==> config.mk <==
export PLATFORM = sky130hd
export DESIGN_NAME = step_counter
export DESIGN_NICKNAME = d
export VERILOG_FILES = /design/src/rtl/step_counter_pkg.sv /design/src/rtl/step_counter_next.sv /design/src/rtl/step_counter.sv
export SDC_FILE = /design/constraint.sdc
export NUM_CORES = 1
export LEC_CHECK = 0
export CAP_MARGIN = 10
export CORE_AREA = 10 10 73 75
export DETAILED_ROUTE_END_ITERATION = 7
export DIE_AREA = 0 0 83 85
export GPL_TIMING_DRIVEN = 0
export RECOVER_POWER = 50
export SYNTH_ARGS = -nofsm -noshare
export SYNTH_HDL_FRONTEND = slang
export SYNTH_HIERARCHICAL = 1
export SYNTH_SLANG_ARGS = --single-unit
==> constraint.sdc <==
create_clock -name aclk -period 4.2 [get_ports aclk]
set_clock_uncertainty 0.05 [all_clocks]
set_input_delay 1.05 -clock aclk [delete_from_list [all_inputs] [get_ports aclk]]
set_output_delay 1.05 -clock aclk [all_outputs]
set_load 0.01 [all_outputs]
==> src/rtl/step_counter_pkg.sv <==
// step_counter_pkg: shared mode encodings and flag bundle for the step counter.
package step_counter_pkg;

    localparam int MODE_WRAP = 0;
    localparam int MODE_SAT  = 1;

    typedef struct packed {
        logic ovf;
        logic udf;
    } flags_t;

endpackage

==> src/rtl/step_counter_next.sv <==
// step_counter_next: combinational next count and limit-crossing flags for one up or down step.
module step_counter_next
    import step_counter_pkg::*;
#(
    parameter int WIDTH    = 8,
    parameter int STEP_W   = 4,
    parameter int MAX_VAL  = 2**WIDTH - 1,
    parameter int SATURATE = MODE_WRAP
)(
    input  logic [WIDTH-1:0]  cur,
    input  logic [STEP_W-1:0] step,
    input  logic              dir,
    output logic [WIDTH-1:0]  nxt,
    output logic              ovf_n,
    output logic              udf_n
);

    localparam logic [WIDTH:0] LIMIT = (WIDTH+1)'(MAX_VAL);
    localparam logic [WIDTH:0] SPAN  = (WIDTH+1)'(MAX_VAL + 1);
    localparam bit             SAT   = (SATURATE == MODE_SAT);

    // One extra bit keeps the carry out of out+step visible.
    logic [WIDTH:0] c, s, sum, up_val, dn_val;

    always_comb begin
        c      = {1'b0, cur};
        s      = {{(WIDTH+1-STEP_W){1'b0}}, step};
        sum    = c + s;
        ovf_n  = dir && (sum > LIMIT);
        udf_n  = !dir && (s > c);
        up_val = (sum > LIMIT) ? (SAT ? LIMIT : sum - SPAN) : sum;
        dn_val = (s > c) ? (SAT ? '0 : SPAN - (s - c)) : c - s;
        nxt    = WIDTH'(dir ? up_val : dn_val);
    end

endmodule

==> src/rtl/step_counter.sv <==
// step_counter: up/down counter with programmable step, modulo limit, wrap/saturate mode,
// clear/load priority, overflow/underflow pulses, sticky flags and threshold compare.
module step_counter
    import step_counter_pkg::*;
#(
    parameter int WIDTH    = 8,
    parameter int STEP_W   = 4,
    parameter int MAX_VAL  = 2**WIDTH - 1,
    parameter int SATURATE = MODE_WRAP,
    parameter int THRESH   = MAX_VAL
)(
    input  logic              aclk,
    input  logic              arstn,
    input  logic              clr,
    input  logic              load,
    input  logic [WIDTH-1:0]  load_val,
    input  logic              inc,
    input  logic              dec,
    input  logic [STEP_W-1:0] step,
    output logic [WIDTH-1:0]  out,
    output logic              ovf,
    output logic              udf,
    output logic              ovf_sticky,
    output logic              udf_sticky,
    output logic              thresh_hit
);

    localparam logic [WIDTH-1:0] LIMIT    = WIDTH'(MAX_VAL);
    localparam logic [WIDTH-1:0] THRESH_W = WIDTH'(THRESH);

    // A step never exceeds the range, so one wrap correction is always enough.
    generate
        if ((2**STEP_W - 1 > MAX_VAL) || (THRESH > MAX_VAL) ||
            (longint'(MAX_VAL) >= (longint'(1) << WIDTH)) ||
            (SATURATE != MODE_WRAP && SATURATE != MODE_SAT)) begin : g_bad_params
            $error("step_counter: illegal parameter combination");
        end
    endgenerate

    flags_t         flags, sticky;
    logic [WIDTH-1:0] nxt;
    logic           ovf_n, udf_n;

    step_counter_next #(
        .WIDTH    (WIDTH),
        .STEP_W   (STEP_W),
        .MAX_VAL  (MAX_VAL),
        .SATURATE (SATURATE)
    ) u_next (
        .cur   (out),
        .step  (step),
        .dir   (inc),
        .nxt   (nxt),
        .ovf_n (ovf_n),
        .udf_n (udf_n)
    );

    always_ff @(posedge aclk or negedge arstn) begin
        if (!arstn) begin
            out    <= '0;
            flags  <= '0;
            sticky <= '0;
        end else if (clr) begin
            out    <= '0;
            flags  <= '0;
            sticky <= '0;
        end else if (load) begin
            out   <= (load_val > LIMIT) ? LIMIT : load_val;
            flags <= '0;
        end else if (inc ^ dec) begin
            out        <= nxt;
            flags.ovf  <= ovf_n;
            flags.udf  <= udf_n;
            sticky.ovf <= sticky.ovf | ovf_n;
            sticky.udf <= sticky.udf | udf_n;
        end else begin
            flags <= '0;
        end
    end

    assign ovf        = flags.ovf;
    assign udf        = flags.udf;
    assign ovf_sticky = sticky.ovf;
    assign udf_sticky = sticky.udf;
    assign thresh_hit = out >= THRESH_W;

endmodule

==> impl_metrics.py, run 1 <==
metrics = {
    "placed_design": {
        "routabilityCongestion": 0.836,
        "hpwl_um": 2430,
        "placed_area_um2": 1490,
        "io_buffer_count": 29,
    },
    "power_and_ir_drop": {
        "combPwrFrac_pct": 40.6,
        "p_switching_uw": 153,
        "powerDensity_nw_per_um2": 299,
        "power_frac_seq_pct": 32.6,
        "p_int_uw": 308,
        "ir_drop_mv": 0.212,
        "power.leakage_uw": 0.000693,
        "switching_share_pct": 33.1,
        "power_frac_clock_pct": 26.8,
    },
    "logic_synthesis": {
        "yosys.area.top_type": "dfrtp_1",
        "avgSynthCellArea_um2": 9.28,
        "synth_ff_type": "dfrtp_1",
        "synth-seq-cells": 12,
        "syn-instance-count": 123,
        "synth_fp_nets": 151,
        "async_reset_ff_share_pct": 100,
        "synth_area_um2": 1140,
        "synth.top_cell.area_share_pct": 26.3,
        "seq_area_frac_synth_pct": 26.3,
        "synth_cell_types": 40,
        "yosysMostFrequentCell": "inv_1",
        "yosysWarningCount": 6,
        "synth-edff-count": 0,
        "synthTopCellsByCount": "inv_1 (14), nor2_1 (13), dfrtp_1 (12)",
        "synth.area.top_cells": "dfrtp_1 (26%), ha_1 (8.8%), mux2i_1 (8.8%)",
    },
    "routing": {
        "drt_iter0_markers": 30,
        "post-route-drc-count": 0,
        "ant_nets": 0,
        "met1_length_um": 1290,
        "wl_met2_um": 1590,
        "viasPerCell": 4.90,
        "route.met3.wl_um": 156,
        "dr.max_layer_used": "met4",
        "via_count": 1009,
        "wl_per_cell_um": 14.8,
        "routed_wl_um": 3040,
        "dr.pass1.iters": 4,
    },
    "cells_and_area": {
        "antenna_cells": 0,
        "drive_gt1_share_pct": 12.2,
        "fillers": 409,
        "fin_nets": 185,
        "fin_area_um2": 1540,
        "multi_input_area_um2": 756,
        "syn2layout_area_growth_pct": 35.1,
        "seqCellArea_um2": 300,
    },
    "cts": {
        "cts.repair.resized": 0,
        "cts_sinks": 12,
        "post_cts_buffers": 0,
        "clk_latency_ns": 0.24,
        "cts_tree": "built",
        "cts_hold_buf": 0,
        "clock_path_buffers": 2,
        "cts_buffers": 3,
        "clk_pin_slew_ns": 0.05,
        "root_buffer": "clkbuf_8",
        "h-tree-depth": 1,
    },
    "die": {
        "io-pin-count": 31,
        "core_um2": 3910,
        "die_h_um": 85,
        "initial_utilization_pct": 29.2,
        "die_area_um2": 7060,
        "rows": 23,
        "die_w_um": 83,
    },
    "timing": {
        "drv_slew": 0,
        "setup_violations": 0,
        "min_period_ns": 3.29,
        "timing.setup.tns_ns": 0,
        "max_clock_freq_ghz": 0.304,
        "tightest_slew_ns": 0.543,
        "rsz0062_at_grt": "false",
        "slew_headroom_pct": 63.7,
        "timing.final.crit_share_pct": 78.3,
        "hold_violations": 0,
    },
    "setup_path": {
        "slowest_stage": "clkdlybuf4s50_1",
        "critical_path_arrival_ns": 3.36,
        "cp-start-kind": "input port",
        "cp_max_fo": 10,
        "cp_cell_sequence": "clkdlybuf4s50_1 > inv_1 > ha_1 > clkbuf_1 > o21a_1 > o31a_1 > o211ai_1 > xor2_1 > mux2i_1 > nor2_1 > mux2_2",
        "cp-end-kind": "flip-flop",
        "worst-endpoint-required_ns": 4.27,
        "critical-path-max-stage-delay_ns": 0.53,
        "path_class": "in2reg",
    },
    "global_route": {
        "grt_pass1_wl_um": 5080,
        "first_global_vias": 1098,
        "overflow": 0,
        "grt_antenna_before_repair": 0,
        "track_usage_pct": 8.25,
        "grt_start_max_net_pins": 13,
    },
    "hold_path": {
        "hold_path_class": "reg2reg",
    },
    "job": {
        "drv_cap": 0,
    },
    "outcome": {
        "status": "finished clean",
    },
}
[layout by cell type (no fill, tap or decap), types with 4 or more instances in the layout]
master	count
nand4_1	4
nor2_1	13
mux2i_1	10
dfrtp_1	12
clkbuf_8	4
inv_1	14
ha_1	8
mux2_2	8
clkdlybuf4s50_1	23
nand2b_1	4
dlygate4sd3_1	6
[metrics by stage]
| step | hold WS, ns | worst slack (ns) | total power, µW | instances | utilization (%) |
|---|---|---|---|---|---|
| finish | 0.482 | 0.910 | 460 | 206 | 39.4 |
| global route | 0.506 | 0.772 | 495 | 206 | 39.4 |
| CTS | 0.496 | 0.931 | 467 | 206 | 39.6 |
| detailed placement | 0.474 | 0.688 | 340 | 202 | 38.2 |
| global placement | 0.443 | 0.735 | 336 | 202 | 38.2 |
| floorplan | 0.496 | 1.48 | 266 | 123 | - |
[worst max-delay path, delay by kind of cell]
kind | cells | cell delay, ns
buffers and inverters | 3 | 0.90
AO/OA/AOI/OAI | 3 | 0.50
multiplexers | 2 | 0.40
adder cells (fa/ha/maj) | 1 | 0.28
XOR/XNOR | 1 | 0.17
AND/OR/NAND/NOR | 1 | 0.05
[sequential cells by signal (all words and copies together) (netlist names)]
signal,count
udf,1
out,8
udf_sticky,1
ovf,1
ovf_sticky,1
[final timing paths]
check	from	to	slack [ns]	cells after the start
min in group asynchronous	arstn	ovf_sticky$_DFFE_PN0P_	1.19	1
min reg2reg	udf_sticky$_DFFE_PN0P_	udf_sticky$_DFFE_PN0P_	0.48	1
max in group asynchronous	arstn	out[4]$_DFFE_PN0P_	2.55	1
min	udf_sticky$_DFFE_PN0P_	udf_sticky$_DFFE_PN0P_	0.48	1
max	step[3]	out[5]$_DFFE_PN0P_	0.91	11
max reg2reg	out[3]$_DFFE_PN0P_	out[5]$_DFFE_PN0P_	1.86	9
[kinds of logic (layout without fill, tap and decap cells)]
group,Yosys count,after routing,synth area share [%]
AND/OR/NAND/NOR,41,41,20.4
AO/OA/AOI/OAI,20,20,13.8
multiplexers,18,18,16.7
buffers and inverters,18,51,6.80
flip-flops,12,12,26.3
adder cells (fa/ha/maj),10,10,12.3
XOR/XNOR,4,4,3.73
[metal layers]
| layer | track usage (%) | vias up |
|---|---|---|
| li1 | - | 497 |
| met1 | 9.26 | 485 |
| met2 | 15.3 | 25 |
| met3 | 1.91 | 2 |
| met4 | 1.86 | 0 |
| met5 | 0 | - |
[final cells by class]
class	instances	share of cell area, %
clock buffers	4	3.57
repair buffers	29	18.8
multi-input cells	93	49.0
well taps	50	4.06
flip-flops and latches	12	19.5
plain buffers	4	1.62
inverters	14	3.41
[power groups by stage]
stage / clock network (µW) / logic (µW) / registers (µW)
floorplan: 0 / 114 / 152
global placement: 0 / 185 / 152
detailed placement: 0 / 188 / 152
CTS: 127 / 190 / 150
global route: 134 / 208 / 153
finish: 123 / 187 / 150
Power figures use the tool's default switching activity.
==> inputs of run 2 (changes only) <==
Clock period 4.2 ns to 2.69 ns, I/O delays scaled along.
==> impl_metrics.py, run 2 (synthesis gave the netlist of run 1 again) <==
metrics = {
    "cells_and_area": {
        "fin_nets": 186,
        "final_common_cell": "clkdlybuf4s50_1",
        "layout_common_cells": "clkdlybuf4s50_1 (20), inv_1 (14), nor2_1 (13)",
        "drive_gt1_share_pct": 19.7,
        "final_cells": 207,
        "largest_register_ffs": 8,
        "fillers": 403,
        "fin_area_um2": 1650,
        "antenna_cells": 0,
        "syn2layout_area_growth_pct": 44.2,
        "top_register": "out",
    },
    "timing": {
        "timing.final.crit_share_pct": 95.4,
        "setup_violations": 0,
        "hold_violations": 0,
        "whs_ns": 0.481,
        "slew_headroom_pct": 63.3,
        "max_clock_freq_ghz": 0.390,
        "min_period_ns": 2.57,
        "tightest_slew_ns": 0.549,
        "drv_slew": 0,
    },
    "cts": {
        "cts_buffers": 3,
        "h-tree-depth": 1,
        "clock_path_buffers": 2,
        "cts_tree": "built",
        "clk_latency_ns": 0.24,
        "cts_hold_buf": 0,
        "clk_pin_slew_ns": 0.05,
        "cts_sinks": 12,
        "root_buffer": "clkbuf_8",
    },
    "global_route": {
        "track_usage_pct": 8.33,
        "grt_antenna_before_repair": 0,
        "grt_pass1_wl_um": 5110,
        "overflow": 0,
        "grt_start_max_net_pins": 13,
        "first_global_vias": 1109,
    },
    "setup_path": {
        "critical-path-max-stage-delay_ns": 0.43,
        "reg2reg_from": "out[1]$_DFFE_PN0P_",
        "slowest_stage": "clkdlybuf4s50_1",
        "cp_cell_sequence": "clkdlybuf4s50_1 > ha_1 > fa_2 > nand2b_4 > a21oi_1 > o211ai_1 > nand4_1 > mux2i_1 > nor2_1 > mux2_2",
        "critical-path-top-delay-family": "adder cells",
        "cp.buffers_inverters": 1,
        "crit_path_start": "step[0]",
        "critical_path_arrival_ns": 2.64,
        "cp-start-kind": "input port",
        "cp_max_fo": 2,
        "cp-end-kind": "flip-flop",
        "path_class": "in2reg",
        "worst-endpoint-required_ns": 2.76,
    },
    "die": {
        "rows": 23,
        "die_w_um": 83,
        "initial_utilization_pct": 29.2,
        "die_h_um": 85,
        "io-pin-count": 31,
        "die_area_um2": 7060,
        "core_um2": 3910,
    },
    "power_and_ir_drop": {
        "switching_share_pct": 33.6,
        "ir_drop_mv": 0.339,
        "power.leakage_uw": 0.000744,
        "p_switching_uw": 257,
        "powerDensity_nw_per_um2": 466,
        "power_frac_clock_pct": 25.2,
        "p_int_uw": 509,
        "combPwrFrac_pct": 43.8,
        "power_frac_seq_pct": 31.0,
    },
    "placed_design": {
        "io_buffer_count": 29,
        "dpl.cell_count": 202,
        "routabilityCongestion": 0.836,
        "placed_area_um2": 1490,
        "hpwl_um": 2430,
    },
    "routing": {
        "ant_nets": 0,
        "via_count": 1022,
        "wl_per_cell_um": 15.2,
        "drt_iter0_markers": 61,
        "routed_wl_um": 3150,
        "post-route-drc-count": 0,
        "dr.pass1.iters": 4,
        "viasPerCell": 4.94,
    },
    "hold_path": {
        "min_from": "udf_sticky$_DFFE_PN0P_",
        "hold_path_class": "reg2reg",
    },
    "job": {
        "drv_cap": 0,
    },
    "outcome": {
        "status": "finished clean",
    },
}
run 2: cell type report:
class                      instances  area, µm²  share of cell area (%)
multi-input combinational         93        838                    51.0
timing repair buffer              31        315                    19.2
inverter                          14       52.6                    3.19
tap                               50       62.6                    3.80
clock buffer                       4       55.1                    3.35
buffer                             3       21.3                    1.29
sequential                        12        300                    18.3
run 2: repair_timing:
action,in CTS,in global routing
resized for setup,6,13
setup buffers,0,2
pin swaps,0,3
endpoints found under the setup margin,5,5
run 2: per-layer routing:
layer / part of all wire [%] / vias to the layer above / GRT usage (%)
met5: 0 / - / 0
met4: 0.32 / 0 / 2.17
met3: 4.0 / 2 / 1.91
met2: 53 / 20 / 15.2
met1: 43 / 496 / 9.43
li1: - / 504 / -
run 2: power groups by stage:
stage,registers [µW],clock network [µW],logic (µW)
4_1_cts,236,198,305
2_1_floorplan,237,0,178
5_1_grt,243,209,371
6_report,237,193,336
3_3_place_gp,237,0,288
3_5_place_dp,237,0,294
run 2: through the flow:
stage / TNS [ns] / total power, µW / setup slack, ns / utilization, %
floorplan: 0 / 415 / 0.351 / -
global placement: -1.87 / 525 / -0.397 / 38.2
detailed placement: -2.18 / 531 / -0.444 / 38.2
CTS: 0 / 738 / 0.0254 / 40.0
global route: -0.00357 / 822 / -0.00357 / 42.0
finish: 0 / 766 / 0.123 / 42.0
run 2: path summary, 6_finish.rpt:
check	to	slack, ns	depth (start not counted)
worst max-delay path	out[4]$_DFFE_PN0P_	0.12	10
worst min-delay path	udf_sticky$_DFFE_PN0P_	0.48	1
worst max register to register	out[7]$_DFFE_PN0P_	0.44	8
worst min register to register	udf_sticky$_DFFE_PN0P_	0.48	1
max in group asynchronous	out[4]$_DFFE_PN0P_	1.42	1
min in group asynchronous	ovf_sticky$_DFFE_PN0P_	0.81	1
==> inputs of run 3 (changes only) <==
Settings changed: MAX_ROUTING_LAYER from default to met4.
==> impl_metrics.py, run 3 (synthesis gave the netlist of run 1 again) <==
metrics = {
    "outcome": {
        "status": "finished clean",
    },
    "cells_and_area": {
        "top_register": "out",
        "layout_common_cells": "clkdlybuf4s50_1 (20), inv_1 (14), nor2_1 (13)",
        "fillers": 403,
        "fin_nets": 186,
        "largest_register_ffs": 8,
        "final_common_cell": "clkdlybuf4s50_1",
        "final_util_pct": 42.0,
        "antenna_cells": 0,
        "drive_gt1_share_pct": 19.7,
        "seqCellArea_um2": 300,
        "syn2layout_area_growth_pct": 44.2,
        "multi_input_area_um2": 838,
    },
    "cts": {
        "cts_buffers": 3,
        "clock_path_buffers": 2,
        "clk_pin_slew_ns": 0.05,
        "cts_sinks": 12,
        "cts_hold_buf": 0,
        "root_buffer": "clkbuf_8",
        "cts_tree": "built",
        "h-tree-depth": 1,
        "clk_latency_ns": 0.24,
    },
    "setup_path": {
        "critical_path_arrival_ns": 2.64,
        "path_class": "in2reg",
        "cp_max_fo": 2,
        "timing.rr.end": "out[7]$_DFFE_PN0P_",
        "reg2reg_from": "out[1]$_DFFE_PN0P_",
        "endpoint": "out[4]$_DFFE_PN0P_",
        "cp-end-kind": "flip-flop",
        "cp.buffers_inverters": 1,
        "crit_path_start": "step[0]",
        "worstRegToRegCells": 8,
        "worst-endpoint-required_ns": 2.76,
        "cp.depth": 10,
        "critical-path-max-stage-delay_ns": 0.43,
        "slowest_stage": "clkdlybuf4s50_1",
        "cp_cell_sequence": "clkdlybuf4s50_1 > ha_1 > fa_2 > nand2b_4 > a21oi_1 > o211ai_1 > nand4_1 > mux2i_1 > nor2_1 > mux2_2",
        "critical-path-top-delay-family": "adder cells",
        "r2r_slack_ns": 0.44,
        "cp-start-kind": "input port",
    },
    "power_and_ir_drop": {
        "powerDensity_nw_per_um2": 466,
        "power.leakage_uw": 0.000744,
        "ir_drop_mv": 0.339,
    },
    "timing": {
        "hold_violations": 0,
        "tightest_slew_ns": 0.548,
        "max_clock_freq_ghz": 0.390,
        "min_period_ns": 2.57,
        "timing.setup.tns_ns": 0,
        "slew_headroom_pct": 63.3,
        "setup_violations": 0,
        "timing.final.crit_share_pct": 95.4,
        "drv_slew": 0,
    },
    "global_route": {
        "grt_antenna_before_repair": 0,
        "overflow": 0,
        "track_usage_pct": 8.57,
        "grt_start_max_net_pins": 13,
        "grt_pass1_wl_um": 5110,
        "first_global_vias": 1110,
    },
    "die": {
        "die_w_um": 83,
        "core_um2": 3910,
        "die_area_um2": 7060,
        "initial_utilization_pct": 29.2,
        "rows": 23,
        "die_h_um": 85,
        "io-pin-count": 31,
    },
    "placed_design": {
        "io_buffer_count": 29,
        "routabilityCongestion": 0.849,
        "hpwl_um": 2430,
    },
    "routing": {
        "dr.pass1.iters": 4,
        "routed_wl_um": 3160,
        "wl_per_cell_um": 15.2,
        "via_count": 1022,
        "drt_iter0_markers": 51,
        "post-route-drc-count": 0,
        "viasPerCell": 4.94,
        "ant_nets": 0,
    },
    "hold_path": {
        "hold_path_class": "reg2reg",
    },
    "job": {
        "drv_cap": 0,
    },
}
run 3: cell type report:
cell class / instances / area share (%)
Multi-Input combinational cell: 93 / 51.0
Timing Repair Buffer: 31 / 19.2
Sequential cell: 12 / 18.3
Tap cell: 50 / 3.80
Clock buffer: 4 / 3.35
Inverter: 14 / 3.19
Buffer: 3 / 1.29
run 3: where the power goes:
part | total, µW | leakage [µW] | switching, µW | internal [µW]
clock network | 193 | 0.0000288 | 63.9 | 129
logic | 336 | 0.000556 | 155 | 181
registers | 237 | 0.000159 | 38.3 | 199
run 3: layer usage:
metal,track usage (%),share of wire [%],wire length (µm),up-vias
met1,9.86,45,1420,496
met3,1.15,2.2,70,2
met2,15.2,53,1660,20
li1,-,-,-,504
met5,-,0,0,-
met4,2.17,0.32,10,0
run 3: repair_timing:
action,in CTS,in global routing
endpoints found under the setup margin,5,5
gates cloned,0,0
pin swaps,0,3
setup buffers,0,2
resized for setup,6,13
run 3: per-stage QoR:
stage          power (µW)  cells  setup slack, ns  cell area (µm²)  hold slack [ns]
2_1_floorplan         415    123            0.351             1140            0.327
3_5_place_dp          531    202           -0.444             1490            0.474
5_1_grt               822    207         -0.00356             1650            0.506
6_report              766    207            0.123             1650            0.481
4_1_cts               738    205           0.0254             1570            0.496
3_3_place_gp          525    202           -0.397             1490            0.443
run 3: worst min-delay path by stage:
| stage | to | slack [ns] | depth (start not counted) | from |
|---|---|---|---|---|
| after floorplan | out[0]$_DFFE_PN0P_ | 0.33 | 0 | arstn |
| after global placement | ovf_sticky$_DFFE_PN0P_ | 0.44 | 1 | ovf_sticky$_DFFE_PN0P_ |
| after detailed placement | ovf_sticky$_DFFE_PN0P_ | 0.47 | 1 | ovf_sticky$_DFFE_PN0P_ |
| after CTS | ovf_sticky$_DFFE_PN0P_ | 0.50 | 1 | ovf_sticky$_DFFE_PN0P_ |
| after global routing | ovf_sticky$_DFFE_PN0P_ | 0.51 | 1 | ovf_sticky$_DFFE_PN0P_ |
| final | udf_sticky$_DFFE_PN0P_ | 0.48 | 1 | udf_sticky$_DFFE_PN0P_ |
